<file path="src/rtl/avg_fb_pkg.sv">
// rtl/avg_fb_pkg.sv - shared states, frame constants and checksum for the averaging feedback path
package avg_fb_pkg;

  typedef enum logic [2:0] {
    ST_IDLE   = 3'd0,
    ST_WINDOW = 3'd1,
    ST_SETTLE = 3'd2,
    ST_SEND   = 3'd3,
    ST_CLEAR  = 3'd4
  } fb_state_t;

  localparam logic [7:0] HDR_DEF     = 8'hA5;
  localparam int         FRAME_BYTES = 4;

  function automatic logic [7:0] fb_csum(input logic [7:0] hdr, input logic [15:0] val);
    return hdr ^ val[15:8] ^ val[7:0];
  endfunction

endpackage

</file>
<file path="src/rtl/fb_byte_tx.sv">
// rtl/fb_byte_tx.sv - 4-byte frame sequencer with a registered valid/ready byte output
module fb_byte_tx
  import avg_fb_pkg::*;
#(
  parameter logic [7:0] HDR = HDR_DEF
) (
  input  logic        clk_100M,
  input  logic        rst_n,
  input  logic        load,
  input  logic [15:0] val,
  input  logic [7:0]  csum,
  input  logic        tx_ready,
  output logic        tx_valid,
  output logic [7:0]  tx_data,
  output logic        done
);

  localparam int IW = $clog2(FRAME_BYTES);
  localparam logic [IW-1:0] LAST_IDX = IW'(FRAME_BYTES - 1);

  logic [IW-1:0] idx;
  logic [IW-1:0] idx_nxt;
  logic [15:0]   val_q;
  logic [7:0]    csum_q;
  logic [7:0]    byte_nxt;

  assign idx_nxt = idx + IW'(1);
  assign done    = tx_valid && tx_ready && (idx == LAST_IDX);

  always_comb begin
    byte_nxt = csum_q;
    case (idx_nxt)
      IW'(0):  byte_nxt = HDR;
      IW'(1):  byte_nxt = val_q[15:8];
      IW'(2):  byte_nxt = val_q[7:0];
      default: byte_nxt = csum_q;
    endcase
  end

  // tx_data only moves on load or on an accepted byte, so it is stable while stalled
  always_ff @(posedge clk_100M or negedge rst_n) begin
    if (!rst_n) begin
      idx      <= '0;
      val_q    <= '0;
      csum_q   <= '0;
      tx_valid <= 1'b0;
      tx_data  <= '0;
    end else if (load) begin
      idx      <= '0;
      val_q    <= val;
      csum_q   <= csum;
      tx_valid <= 1'b1;
      tx_data  <= HDR;
    end else if (tx_valid && tx_ready) begin
      if (idx == LAST_IDX) begin
        tx_valid <= 1'b0;
        tx_data  <= '0;
      end else begin
        idx     <= idx_nxt;
        tx_data <= byte_nxt;
      end
    end
  end

endmodule

</file>
<file path="src/rtl/avg_feedback_tx.sv">
// rtl/avg_feedback_tx.sv - windowed averager consumer: latch avg_vol, send frame, clear accumulator
module avg_feedback_tx
  import avg_fb_pkg::*;
#(
  parameter int unsigned WIN_CYCLES = 100000,
  parameter int unsigned DIV_LAT    = 34,
  parameter int unsigned CLR_CYCLES = 4,
  parameter logic [7:0]  HDR        = HDR_DEF
) (
  input  logic        clk_100M,
  input  logic        rst_n,
  input  logic        enable,
  input  logic        force_req,
  input  logic [15:0] avg_vol,
  input  logic        tx_ready,
  output logic        tx_valid,
  output logic [7:0]  tx_data,
  output logic        feedback_finish,
  output logic        busy,
  output logic [15:0] frame_cnt
);

  localparam logic [31:0] WIN_LAST = 32'(WIN_CYCLES - 1);
  localparam logic [31:0] DIV_LAST = 32'(DIV_LAT - 1);
  localparam logic [31:0] CLR_LAST = 32'(CLR_CYCLES - 1);

  fb_state_t   state, state_nxt;
  logic [31:0] cnt, cnt_nxt;
  logic [15:0] fcnt_nxt;
  logic        busy_nxt;
  logic        load;
  logic        done;

  // Reset parks in CLEAR so the accumulator is wiped on the way out of reset
  assign feedback_finish = (state == ST_CLEAR);

  always_ff @(posedge clk_100M or negedge rst_n) begin
    if (!rst_n) begin
      state     <= ST_CLEAR;
      cnt       <= '0;
      frame_cnt <= '0;
      busy      <= 1'b0;
    end else begin
      state     <= state_nxt;
      cnt       <= cnt_nxt;
      frame_cnt <= fcnt_nxt;
      busy      <= busy_nxt;
    end
  end

  always_comb begin
    state_nxt = state;
    cnt_nxt   = cnt + 32'd1;
    fcnt_nxt  = frame_cnt;
    load      = 1'b0;
    case (state)
      ST_CLEAR: begin
        if (cnt == CLR_LAST) begin
          cnt_nxt   = '0;
          state_nxt = enable ? ST_WINDOW : ST_IDLE;
        end
      end
      ST_IDLE: begin
        cnt_nxt = '0;
        if (enable) state_nxt = ST_WINDOW;
      end
      ST_WINDOW: begin
        if (force_req || cnt == WIN_LAST) begin
          cnt_nxt   = '0;
          state_nxt = ST_SETTLE;
        end
      end
      ST_SETTLE: begin
        if (cnt == DIV_LAST) begin
          cnt_nxt   = '0;
          load      = 1'b1;
          state_nxt = ST_SEND;
        end
      end
      ST_SEND: begin
        cnt_nxt = '0;
        if (done) begin
          fcnt_nxt  = frame_cnt + 16'd1;
          state_nxt = ST_CLEAR;
        end
      end
      default: begin
        cnt_nxt   = '0;
        state_nxt = ST_CLEAR;
      end
    endcase
    busy_nxt = !(state_nxt == ST_IDLE || state_nxt == ST_WINDOW);
  end

  fb_byte_tx #(.HDR(HDR)) u_byte_tx (
    .clk_100M (clk_100M),
    .rst_n    (rst_n),
    .load     (load),
    .val      (avg_vol),
    .csum     (fb_csum(HDR, avg_vol)),
    .tx_ready (tx_ready),
    .tx_valid (tx_valid),
    .tx_data  (tx_data),
    .done     (done)
  );

endmodule

</file>
<file path="config.mk">
export PLATFORM = sky130hd
export DESIGN_NAME = avg_feedback_tx
export DESIGN_NICKNAME = d
export VERILOG_FILES = /design/src/rtl/avg_fb_pkg.sv /design/src/rtl/fb_byte_tx.sv /design/src/rtl/avg_feedback_tx.sv
export SDC_FILE = /design/constraint.sdc
export NUM_CORES = 1
export LEC_CHECK = 0
export BUFFER_PORTS_ARGS = -buffer_cell sky130_fd_sc_hd__buf_4
export CORE_ASPECT_RATIO = 0.9
export CORE_MARGIN = 10
export CORE_UTILIZATION = 50
export CTS_BUF_LIST = sky130_fd_sc_hd__clkbuf_2 sky130_fd_sc_hd__clkbuf_4 sky130_fd_sc_hd__clkbuf_8
export DETAILED_ROUTE_END_ITERATION = 16
export GPL_ROUTABILITY_DRIVEN = 0
export PLACE_DENSITY = 0.72
export SETUP_SLACK_MARGIN = 0.2
export SLEW_MARGIN = 25
export SYNTH_ARGS = -nofsm -noshare
export SYNTH_HDL_FRONTEND = slang
export SYNTH_SLANG_ARGS = --single-unit
</file>
<file path="constraint.sdc">
create_clock -name clk_100M -period 2.3 [get_ports clk_100M]
set_input_delay 0 -clock clk_100M [delete_from_list [all_inputs] [get_ports clk_100M]]
set_output_delay 0 -clock clk_100M [all_outputs]
set_load 0.02 [all_outputs]
</file>
==> summary.md, run 1 <==
| Metric | Value |
|---|---|
| Number of antenna violations at the first check in global routing | `0` |
| Inserted Clock Buffers | `9` |
| Nets | `around 540` |
| Top-Level Pins | `48` |
| Crit-path slowest cell | `dfrtp_2` |
| Utilization after layout | `0.6955` |
| Clk sinks | `87` |
| Leak | `~2.6 nW` |
| DIE HEIGHT | `approximately 110 um` |
| Worst IR Drop VDD | `approximately 0.4 mV` |
| Initial DRC count | `239` |
| Die Width | `~120 um` |
| Max-Cap Viols | `0` |
| Top cells by count, synth | `86 x dfrtp_1, 41 x a21oi_1, 39 x xnor2_1` |
| First-pass GRT wire length | `around 17 mm` |
| Clock transition at path regs | `approximately 0.09 ns` |
| IO Port Bufs | `47` |
| Top cells by area, synth | `dfrtp_1 50%, xnor2_1 7.9%, a21oi_1 4.8%` |
| Slew @ Worst Pin | `0.5811 ns` |
| Clock skew | `0.01098 ns` |
| Synth Flop Type | `dfrtp_1` |
| Largest net degree at the start of global routing | `51` |
| Seq pwr share | `0.414` |
| GR Util All Layers | `0.1647` |
| Root Buffer | `clkbuf_8` |
| Antenna Nets Post-Route | `0` |
| Endpoint class of the critical path | `flip-flop` |
| Die area | `between 10000 and 15000 um2` |
| CP Cell Sequence | `nor4_4 > nand4_2 > buf_6 > or4_4 > a2bb2oi_4 > buf_6 > clkbuf_16 > a21oi_1` |
| Critical Path AT | `2.40 ns` |
| Worst path required time | `2.55 ns` |
| Status | `completed` |
| Worst r2r dst | `cnt[30]` |
| Clock Tree Buf Depth | `2` |
| Avg Inst Size Synth | `10.68 um2` |
| Sequential share of the synthesized area | `0.5063` |
| CP peak stage delay | `about 0.45 ns` |
| TritonRoute pass-1 iters | `4` |
| CTS tree | `built` |
| H-tree levels | `3` |
| Storage cell area | `2192 um2` |
| RSZ-0062 raised after global routing | `true` |
| ANT cells | `0` |
| Max transition margin | `0.6126` |
| Crit Path Max Fanout | `5` |
| Hold Crit Start | `tx_ready` |
| Switching share of total power | `0.3500` |
| Clock latency on the worst-skew pair | `0.37 ns` |
| Synth Net Count | `431` |
| Fillers | `just over 600` |
| Hold Path Class | `input pin to flip-flop` |
| Gate Count Post-Synth | `roughly 400` |
| Post-synth EDFFs | `0` |
| Hold Worst Slack | `roughly 0.042 ns` |
| Fmax | `0.4643 GHz` |
| Hpwl dp | `approximately 6.7 mm` |
| Setup CP Type | `flip-flop to flip-flop` |
| Initial Utilization | `0.5069` |
| Via count of the first global-routing pass | `around 3.5k` |
| WHS Endpoint | `u_byte_tx.tx_valid` |
| Async SR Flop Fraction | `1.000` |
| Share of cells above drive strength 1 | `0.3475` |
| Startpoint class of the critical path | `flip-flop` |
| PwrDens | `roughly 730 nW/um2` |
| DRT Wirelength | `between 10 and 15 mm` |
| Synth Cell Area | `between 4000 and 5000 um2` |
| Vias per inst | `between 5 and 6` |
| Final setup fails | `0` |
| CP most frequent cell | `buf_6` |
| Slew Limit Fails | `0` |
| Pre-CTS setup slack | `0.07455 ns` |
| R2r setup slk | `0.15 ns` |
| Fin crit period | `approximately 2.2 ns` |
| Yosys Warn Count | `0` |
| Worst Setup Slack, final | `roughly 0.15 ns` |
| Final hold viol count | `0` |
| Area delta synth->final | `37.19%` |
| Clock Power Share | `0.236` |
| DR WL/cell | `about 18 um` |
| Comb power frac | `0.350` |
| TNS Setup | `0 ns` |
| Most frequent cell after synthesis | `dfrtp_1` |
| Synth top area share | `0.5001` |
| Multi-input gate area | `about 2200 um2` |
| Psw | `~1.5 mW` |
| Hold depth | `4` |
| Yosys cell types | `43` |
| Drt drc | `0` |
| Global route total overflow | `0` |
| Worst R2R Path Depth | `8` |
| Via count | `3550` |
| Fin crit share | `0.9365` |
| Cell Rows | `32` |
| FF-to-FF Start | `cnt[27]` |
| Yosys reg bits | `between 80 and 90` |
| Post-synth top area cell | `dfrtp_1` |
| Core area | `8488 um2` |
| Power Internal | `approximately 2.8 mW` |
[flip-flops by register name (all words and copies together) (netlist names)]
name	cells
cnt	32
frame_cnt	16
u_byte_tx.val_q	16
u_byte_tx.csum_q	8
u_byte_tx.tx_data	8
state	3
u_byte_tx.idx	2
busy	1
u_byte_tx.tx_valid	1
[critical path, delay by kind of cell (launching register included)]
| kind | cells | cell delay (ns) |
|---|---|---|
| AND/OR/NAND/NOR | 3 | 0.90 |
| buffers and inverters | 3 | 0.45 |
| flip-flops | 1 | 0.45 |
| AO/OA/AOI/OAI | 2 | 0.25 |
[worst max-delay path by stage]
stage | start | endpoint | cells after the start
after floorplan | cnt[2] | u_byte_tx.csum_q[0] | 7
after global placement | cnt[2] | u_byte_tx.val_q[8] | 6
after detailed placement | cnt[0] | cnt[14] | 7
after CTS | cnt[24] | cnt[26] | 7
after global routing | cnt[27] | cnt[22] | 8
final | cnt[27] | cnt[30] | 8
[final cells by class]
cell class | instances | share of cell area
Sequential cell | 87 | 0.3713
Clock inverter | 5 | 0.006994
Tap cell | 119 | 0.02522
Multi-Input combinational cell | 288 | 0.3773
Inverter | 12 | 0.007630
Clock buffer | 11 | 0.02459
Timing Repair Buffer | 115 | 0.1869
[power groups by stage]
stage	registers (mW)	clock network (mW)	logic (mW)
finish	1.78	1.01	1.50
global route	1.80	1.11	1.59
CTS	1.77	1.04	1.24
detailed placement	1.80	0	1.01
global placement	1.80	0	0.977
floorplan	1.84	0	0.546
[cell usage in the layout, fill, tap and decap left out, types with 2 or more instances in the layout]
cell type / Yosys / routed
a21o_1: 2 / 2
a21oi_1: 41 / 27
a21oi_2: 0 / 13
a221o_1: 4 / 4
a22oi_1: 13 / 12
and2_1: 2 / 2
and3_1: 9 / 9
and4_1: 6 / 5
buf_12: 0 / 3
buf_16: 0 / 2
buf_4: 4 / 79
buf_6: 3 / 8
clkbuf_16: 0 / 5
clkbuf_8: 0 / 10
clkinvlp_4: 0 / 2
dfrtp_1: 86 / 75
dfrtp_2: 0 / 11
dlygate4sd3_1: 0 / 18
ha_1: 7 / 6
inv_1: 12 / 12
inv_6: 0 / 2
mux2_2: 6 / 2
mux2_4: 0 / 19
nand2_1: 35 / 33
nand2_2: 0 / 2
nand3_1: 19 / 19
nand3b_1: 2 / 2
nand4_1: 9 / 9
nor2_1: 14 / 14
nor3_1: 10 / 10
nor4_1: 14 / 9
nor4_2: 2 / 3
nor4_4: 1 / 5
o21ai_0: 9 / 9
xnor2_1: 39 / 39
xor2_1: 14 / 14
[repair_timing]
item | 4_1_cts | 5_1_grt
hold endpoints to repair | 61 | 0
pin swaps | 10 | 18
gates resized for setup | 27 | 48
gates cloned | 2 | 5
hold buffers | 18 | 0
setup buffers | 17 | 7
setup endpoints to repair | 52 | 58
[per-layer routing]
layer	wire length (um)	track usage	share of wire	vias to the layer above
met3	564	0.04898	0.050	13
met1	4956	0.2120	0.44	1754
li1	-	-	-	1670
met4	153	0.04233	0.014	0
met2	5551	0.2681	0.49	113
met5	0	0	0	-
[logic make-up after synthesis]
family                     count (synthesis)  share of synthesized area
AOI/OAI and AO/OA                         75                     0.1064
xor gates and xnor gates                  53                     0.1079
adders and majority gates                  7                    0.02035
buffers and inverters                     28                    0.03489
DFF                                       87                     0.5063
muxes                                     21                    0.05496
and+or+nand+nor                          132                     0.1692
[through the flow]
| stage | total power [mW] | cell area [um2] | std cells |
|---|---|---|---|
| 2_1_floorplan | 2.386 | 4315 | 403 |
| 3_3_place_gp | 2.775 | 4892 | 572 |
| 3_5_place_dp | 2.809 | 4892 | 572 |
| 4_1_cts | 4.043 | 5560 | 625 |
| 5_1_grt | 4.497 | 5903 | 637 |
| 6_report | 4.286 | 5903 | 637 |
Note: power is estimated with default switching activity, not from simulation.
==> run 2: changes to the inputs <==
CORE_ASPECT_RATIO = unset   (was 0.9)
==> summary.md, run 2 (synthesis results as in run 1) <==
| Metric | Value |
|---|---|
| Setup crit start | `cnt[19]` |
| Share of cells above drive strength 1 | `0.2817 (-0.06574)` |
| Top Family by Delay on Critical Path | `simple AND/OR/NAND/NOR gates` |
| Initial Utilization | `0.5185 (+0.01154)` |
| Clock latency on the worst-skew pair | `0.37 ns (about the same)` |
| Core area | `8299 um2 (-2.2%)` |
| Commonest non-fill, non-tap cell in the layout | `dfrtp_1` |
| Clk sinks | `87 (unchanged)` |
| Top-Level Pins | `48 (unchanged)` |
| CTS tree | `built` |
| Drt drc | `0 (unchanged)` |
| Leak | `2.522 nW (-2.4%)` |
| Clock skew | `0.01217 ns (+0.001192 ns)` |
| Buffers & Inverters on Critical Path | `1 (-2)` |
| Setup CP Type | `flip-flop to flip-flop` |
| ANT cells | `0 (unchanged)` |
| Fin crit share | `0.9447 (+0.008211)` |
| Endpoint class of the critical path | `flip-flop` |
| Fin crit period | `2.173 ns (+0.01889 ns)` |
| CP Cell Sequence | `nor4_1 > nand2_2 > nor4_4 > and2_4 > buf_12 > mux2_1` |
| Max transition margin | `0.6169 (+0.004276)` |
| Clock transition at path regs | `0.09 ns (about the same)` |
| Hold Worst Slack | `0.04266 ns (+0.0003174 ns)` |
| Critical Path AT | `2.41 ns (about the same)` |
| Area delta synth->final | `31.38%` |
| GR Util All Layers | `0.1617 (-0.002977)` |
| Power Internal | `2.646 mW (-5.0%)` |
| Number of antenna violations at the first check in global routing | `0 (unchanged)` |
| Largest net degree at the start of global routing | `55 (+7.8%)` |
| Pre-CTS setup slack | `0.1114 ns (+0.03689 ns)` |
| Top reg by flops | `cnt` |
| PwrDens | `713.6 nW/um2 (-1.7%)` |
| Via count of the first global-routing pass | `3452 (-0.17%)` |
| Highest-count cells in the layout ignoring fill and taps | `81 x dfrtp_1, 74 x buf_4, 40 x a21oi_1` |
| IO Port Bufs | `47 (unchanged)` |
| Inserted Clock Buffers | `9 (unchanged)` |
| DRT Wirelength | `10.62 mm (-5.4%)` |
| RSZ-0062 raised after global routing | `true` |
| Startpoint class of the critical path | `flip-flop` |
| Max-Cap Viols | `0 (unchanged)` |
| Hold Crit Start | `tx_ready` |
| Clock Power Share | `0.277 (+0.041)` |
| Comb power frac | `0.283 (-0.067)` |
| Design Area, Final | `5653 um2 (-4.2%)` |
| Psw | `1.388 mW (-7.5%)` |
| Crit-path slowest cell | `dfrtp_1` |
| Switching share of total power | `0.3440 (-0.006011)` |
| Max reg flops | `32 (unchanged)` |
| Fillers | `594 (-2.1%)` |
| Post-route total power | `4.034 mW (-5.9%)` |
| Multi-input gate area | `2150 um2 (-3.5%)` |
| DR WL/cell | `17.44 um (-1.0%)` |
| Storage cell area | `2185 um2 (-0.34%)` |
| Final hold viol count | `0 (unchanged)` |
| Cell Rows | `33 (+3.1%)` |
| Largest registers | `cnt (32), frame_cnt (16), u_byte_tx.val_q (16)` |
| Die area | `12720 um2 (about the same)` |
| FF-to-FF Start | `cnt[19]` |
| Worst IR Drop VDD | `0.4892 mV (+22%)` |
| First-pass GRT wire length | `17.26 mm (-0.44%)` |
| Slew Limit Fails | `0 (unchanged)` |
| Initial DRC count | `229 (-4.2%)` |
| Clock Tree Buf Depth | `2 (unchanged)` |
| Nets | `527 (-2.6%)` |
| Post-DP Area | `4897 um2 (+0.10%)` |
| Root Buffer | `clkbuf_8` |
| TritonRoute pass-1 iters | `5 (+1)` |
| Crit Path Max Fanout | `9 (+4)` |
| Worst Setup Slack, final | `0.1272 ns (-0.01889 ns)` |
| TNS Setup | `0 ns (unchanged)` |
| CP peak stage delay | `0.43 ns (-0.02 ns)` |
| Seq pwr share | `0.440 (+0.026)` |
| Hold Path Class | `input pin to flip-flop` |
| Slew @ Worst Pin | `0.5747 ns (-0.006415 ns)` |
| Via count | `3481 (-1.9%)` |
| Status | `completed` |
| Antenna Nets Post-Route | `0 (unchanged)` |
| DIE HEIGHT | `112.8 um (+4.4%)` |
| Vias per inst | `5.716 (+2.6%)` |
| H-tree levels | `3 (unchanged)` |
| Final setup fails | `0 (unchanged)` |
| Worst path required time | `2.54 ns (about the same)` |
| Hpwl dp | `6.672 mm (about the same)` |
| Fmax | `0.4602 GHz (-0.87%)` |
| Die Width | `112.8 um (-4.3%)` |
| Global route total overflow | `0 (unchanged)` |
==> run 2: cell types whose count changed in the layout (fill, tap and decap cells not counted), sizes merged <==
cell      before  now
clkinv         1    2
clkbuf        16   13
buf           92   79
clkinvlp       2    1
bufinv         0    1
inv           14   15
==> run 2: worst min-delay path, delay by kind of cell <==
| kind | cells | cell delay, ns |
|---|---|---|
| buffers and inverters | 1 | 0.09 |
| and+or+nand+nor | 3 | 0.28 |
==> run 2: what timing repair did <==
item / 4_1_cts / 5_1_grt
cloned: 1 / 4
hold endpoints to repair: 58 / 0
hold buffers: 18 / 0
pin swaps: 7 / 11
endpoints found under the setup margin: 52 / 57
buffers inserted: 6 / 3
gates resized for setup: 11 / 30
==> run 2: power by group through the flow <==
stage / sequential (mW) / combinational [mW] / clock (mW)
5_1_grt: 1.80 / 1.25 / 1.20
2_1_floorplan: 1.84 / 0.546 / 0
3_3_place_gp: 1.79 / 0.996 / 0
6_report: 1.77 / 1.14 / 1.12
4_1_cts: 1.77 / 1.08 / 1.14
3_5_place_dp: 1.80 / 1.02 / 0
==> run 2: through the flow <==
step	utilization	cells
3_3_place_gp	0.5901	561
4_1_cts	0.6525	602
3_5_place_dp	0.5901	561
6_report	0.6811	609
2_1_floorplan	-	403
5_1_grt	0.6811	609
==> run 2: layer usage <==
metal  GRT usage  up-vias  share of wire
li1            -     1638              -
met1      0.2186     1725           0.45
met2      0.2469       97           0.48
met3     0.03645       21          0.045
met4     0.06091        0          0.021
met5           0        -              0
==> run 2: final timing paths <==
path / end / slack, ns / cells past startpoint
min in group asynchronous: cnt[29] / 0.12 / 2
hold / removal: u_byte_tx.tx_valid / 0.04 / 4
max in group asynchronous: state[2] / 1.50 / 3
hold reg to reg: frame_cnt[15] / 0.47 / 1
setup reg to reg: u_byte_tx.val_q[0] / 0.13 / 6
setup / recovery: u_byte_tx.val_q[0] / 0.13 / 6
==> run 2: cell type report <==
cell class	count	share of cell area
inverter	12	0.007968
timing repair buffer	101	0.1660
tap	105	0.02324
sequential	87	0.3865
multi-input combinational	288	0.3803
clock buffer	9	0.02191
clock inverter	7	0.01417
==> run 3: changes to the inputs <==
ABC_AREA = 1   (was unset)
clock period = 1.8 ns   (was 2.3 ns; I/O delays follow)
==> summary.md, run 3 <==
| Metric | Value |
|---|---|
| Antenna Nets Post-Route | `0 (unchanged)` |
| Post-DP Area | `6012 um2 (+23%)` |
| Setup CP Type | `flip-flop to flip-flop` |
| Leak | `3.761 nW (+49%)` |
| DIE HEIGHT | `123.1 um (+9.1%)` |
| RSZ-0062 raised after global routing | `true` |
| Top-Level Pins | `48 (unchanged)` |
| Gate Count Post-Synth | `756 (+88%)` |
| Clock Tree Buf Depth | `2 (unchanged)` |
| Most frequent cell after synthesis | `nand2_1` |
| PwrDens | `896.0 nW/um2 (+26%)` |
| Top cells by area, synth | `dfrtp_1 41%, nand2_1 18%, nor2_1 7.4%` |
| Buffers & Inverters on Critical Path | `1 (unchanged)` |
| Fmax | `0.5840 GHz (+27%)` |
| ANT cells | `0 (unchanged)` |
| Synth Flop Type | `dfrtp_1` |
| Top cells by count, synth | `250 x nand2_1, 105 x nor2_1, 90 x inv_1` |
| DRT Wirelength | `15.64 mm (+47%)` |
| Root Buffer | `clkbuf_8` |
| Top reg by flops | `cnt` |
| Largest net degree at the start of global routing | `56 (+1.8%)` |
| Max reg flops | `32 (unchanged)` |
| Fin crit period | `1.712 ns (-0.4606 ns)` |
| Synth Net Count | `784 (+82%)` |
| Max transition margin | `0.6914 (+0.07450)` |
| Number of antenna violations at the first check in global routing | `0 (unchanged)` |
| First-pass GRT wire length | `24.67 mm (+43%)` |
| Via count | `5408 (+55%)` |
| Yosys reg bits | `87 (unchanged)` |
| Clock skew | `0.007371 ns (-0.004798 ns)` |
| Slew @ Worst Pin | `0.4630 ns (-0.1117 ns)` |
| Clk sinks | `87 (unchanged)` |
| Commonest non-fill, non-tap cell in the layout | `nand2_1` |
| Worst R2R Path Depth | `8 (+2)` |
| Status | `completed` |
| Final hold viol count | `0 (unchanged)` |
| Global route total overflow | `0 (unchanged)` |
| Sequential share of the synthesized area | `0.4100 (-0.09622)` |
| Worst IR Drop VDD | `0.7285 mV (+49%)` |
| Hold Crit Start | `tx_ready` |
| Core area | `10320 um2 (+24%)` |
| Initial DRC count | `407 (+78%)` |
| Hold Path Class | `input pin to flip-flop` |
| Clock latency on the worst-skew pair | `0.38 ns (about the same)` |
| Avg Inst Size Synth | `7.027 um2 (-34%)` |
| Slew Limit Fails | `0 (unchanged)` |
| Startpoint class of the critical path | `flip-flop` |
| FF-to-FF Start | `cnt[15]` |
| Crit Path Max Fanout | `7 (-2)` |
| IO Port Bufs | `47 (unchanged)` |
| Hpwl dp | `9.818 mm (+47%)` |
| Setup crit start | `cnt[15]` |
| Crit-path slowest cell | `dfrtp_2` |
| DR WL/cell | `15.24 um (-13%)` |
| Synth top area share | `0.4051 (-0.09506)` |
| Via count of the first global-routing pass | `5303 (+54%)` |
| Highest-count cells in the layout ignoring fill and taps | `236 x nand2_1, 101 x buf_4, 88 x nor2_1` |
| CTS tree | `built` |
| Synth Cell Area | `5313 um2 (+23%)` |
| Design Area, Final | `7333 um2 (+30%)` |
| Endpoint class of the critical path | `flip-flop` |
| TritonRoute pass-1 iters | `6 (+1)` |
| Vias per inst | `5.271 (-7.8%)` |
| Nets | `913 (+73%)` |
| Top Family by Delay on Critical Path | `simple AND/OR/NAND/NOR gates` |
| Post-synth EDFFs | `0 (unchanged)` |
| Yosys cell types | `36 (-16%)` |
| Drt drc | `0 (unchanged)` |
| Critical Path AT | `1.99 ns (-0.42 ns)` |
| H-tree levels | `3 (unchanged)` |
| R2r setup slk | `0.09 ns (-0.04 ns)` |
| Inserted Clock Buffers | `9 (unchanged)` |
| Final non-filler cell total | `1026 (+68%)` |
| Hold depth | `4 (unchanged)` |
| Yosys Warn Count | `0 (unchanged)` |
| Post-route total power | `6.571 mW (+63%)` |
| CP most frequent cell | `nand2_1` |
| Inst Count DP | `957 (+71%)` |
| Cell Rows | `37 (+12%)` |
| WHS Endpoint | `u_byte_tx.tx_valid` |
| CP peak stage delay | `0.47 ns (+0.04 ns)` |
| Fin crit share | `0.9512 (+0.006534)` |
| Worst path required time | `2.08 ns (-0.46 ns)` |
| Final setup fails | `0 (unchanged)` |
| Async SR Flop Fraction | `1.000 (unchanged)` |
| Worst r2r dst | `cnt[22]` |
| CP Cell Sequence | `nor2_1 > nand2_1 > nor2_4 > nand2_1 > o21ai_4 > nand3_4 > nand2_1 > inv_1` |
| Die Width | `123.1 um (+9.1%)` |
| Clock transition at path regs | `0.08 ns (about the same)` |
| Die area | `15150 um2 (+19%)` |
| GR Util All Layers | `0.2000 (+0.03831)` |
| Largest registers | `cnt (32), frame_cnt (16), u_byte_tx.val_q (16)` |
| Share of cells above drive strength 1 | `0.3000 (+0.01825)` |
| Post-synth top area cell | `dfrtp_1` |
| Area delta synth->final | `38.04%` |
| Max-Cap Viols | `0 (unchanged)` |
| Initial Utilization | `0.5146 (-0.003864)` |
-- run 3: cell types whose count changed in the layout (fill, tap and decap cells not counted), sizes merged, moves of 8 or more --
cell	delta
xnor2	-29
buf	+35
nand3	+55
a22oi	-8
nor2	+104
nor4	-17
a21oi	-35
o21ai	+18
and3	-9
mux2	-21
xor2	+8
nand2	+222
inv	+79
-- run 3: area by class of cell --
class	count	area, um2
clock buffer	12	158.9
tap	136	170.2
fill	788	2990
sequential	87	2191
multi-input combinational	556	3178
clock inverter	4	77.57
timing repair buffer	135	1181
inverter	96	376.6
-- run 3: worst max-delay path by stage --
| stage | cells after the start | endpoint | slack, ns |
|---|---|---|---|
| floorplan | 11 | cnt[26] | 0.22 |
| global placement | 8 | cnt[4] | -0.02 |
| detailed placement | 10 | cnt[18] | -0.12 |
| CTS | 9 | cnt[18] | 0.14 |
| global route | 8 | cnt[22] | -0.04 |
| finish | 8 | cnt[22] | 0.09 |
-- run 3: power by group --
group          switching [mW]  internal (mW)  total (mW)
clock network           0.730          0.878        1.61
registers               0.231           2.17        2.40
logic                    1.52           1.04        2.56
total                    2.48           4.09        6.57
-- run 3: worst min-delay path: stages --
cell and delay [ns]:
buf_4 0.11, nand3_4 0.11, nand2_1 0.08, nand2_1 0.05
-- run 3: cell families after synthesis --
kind of cell / after synthesis / synth area share
XOR/XNOR: 32 / 0.05417
buffers and inverters: 114 / 0.08926
flip-flops: 87 / 0.4100
AO/OA/AOI/OAI: 45 / 0.05111
AND/OR/NAND/NOR: 471 / 0.3789
adder cells (fa/ha/maj): 7 / 0.01649
-- run 3: what timing repair did --
| action | 4_1_cts | 5_1_grt |
|---|---|---|
| pin swaps | 18 | 39 |
| hold buffers | 19 | 0 |
| buffers inserted | 19 | 11 |
| hold endpoints to repair | 59 | 0 |
| resized for setup | 54 | 96 |
| cloned | 1 | 3 |
| endpoints found under the setup margin | 73 | 81 |
-- run 3: stage by stage --
step	setup TNS [ns]	worst slack (ns)	hold slack, ns	util
final	0	0.08779	0.002719	0.7103
after global routing	-0.2367	-0.03676	-0.005792	0.7103
after CTS	0	0.1417	0.0004991	0.6580
after detailed placement	-1.500	-0.1216	-0.01620	0.5824
after global placement	-0.1731	-0.01774	-0.01445	0.5824
after floorplan	0	0.2206	-0.2956	-
-- run 3: per-layer routing --
metal,global-route usage,vias to the layer above,share of wire
met3,0.03555,30,0.064
met4,0.07642,0,0.022
met1,0.2472,2569,0.40
met2,0.3414,199,0.51
li1,-,2610,-
met5,0,-,0
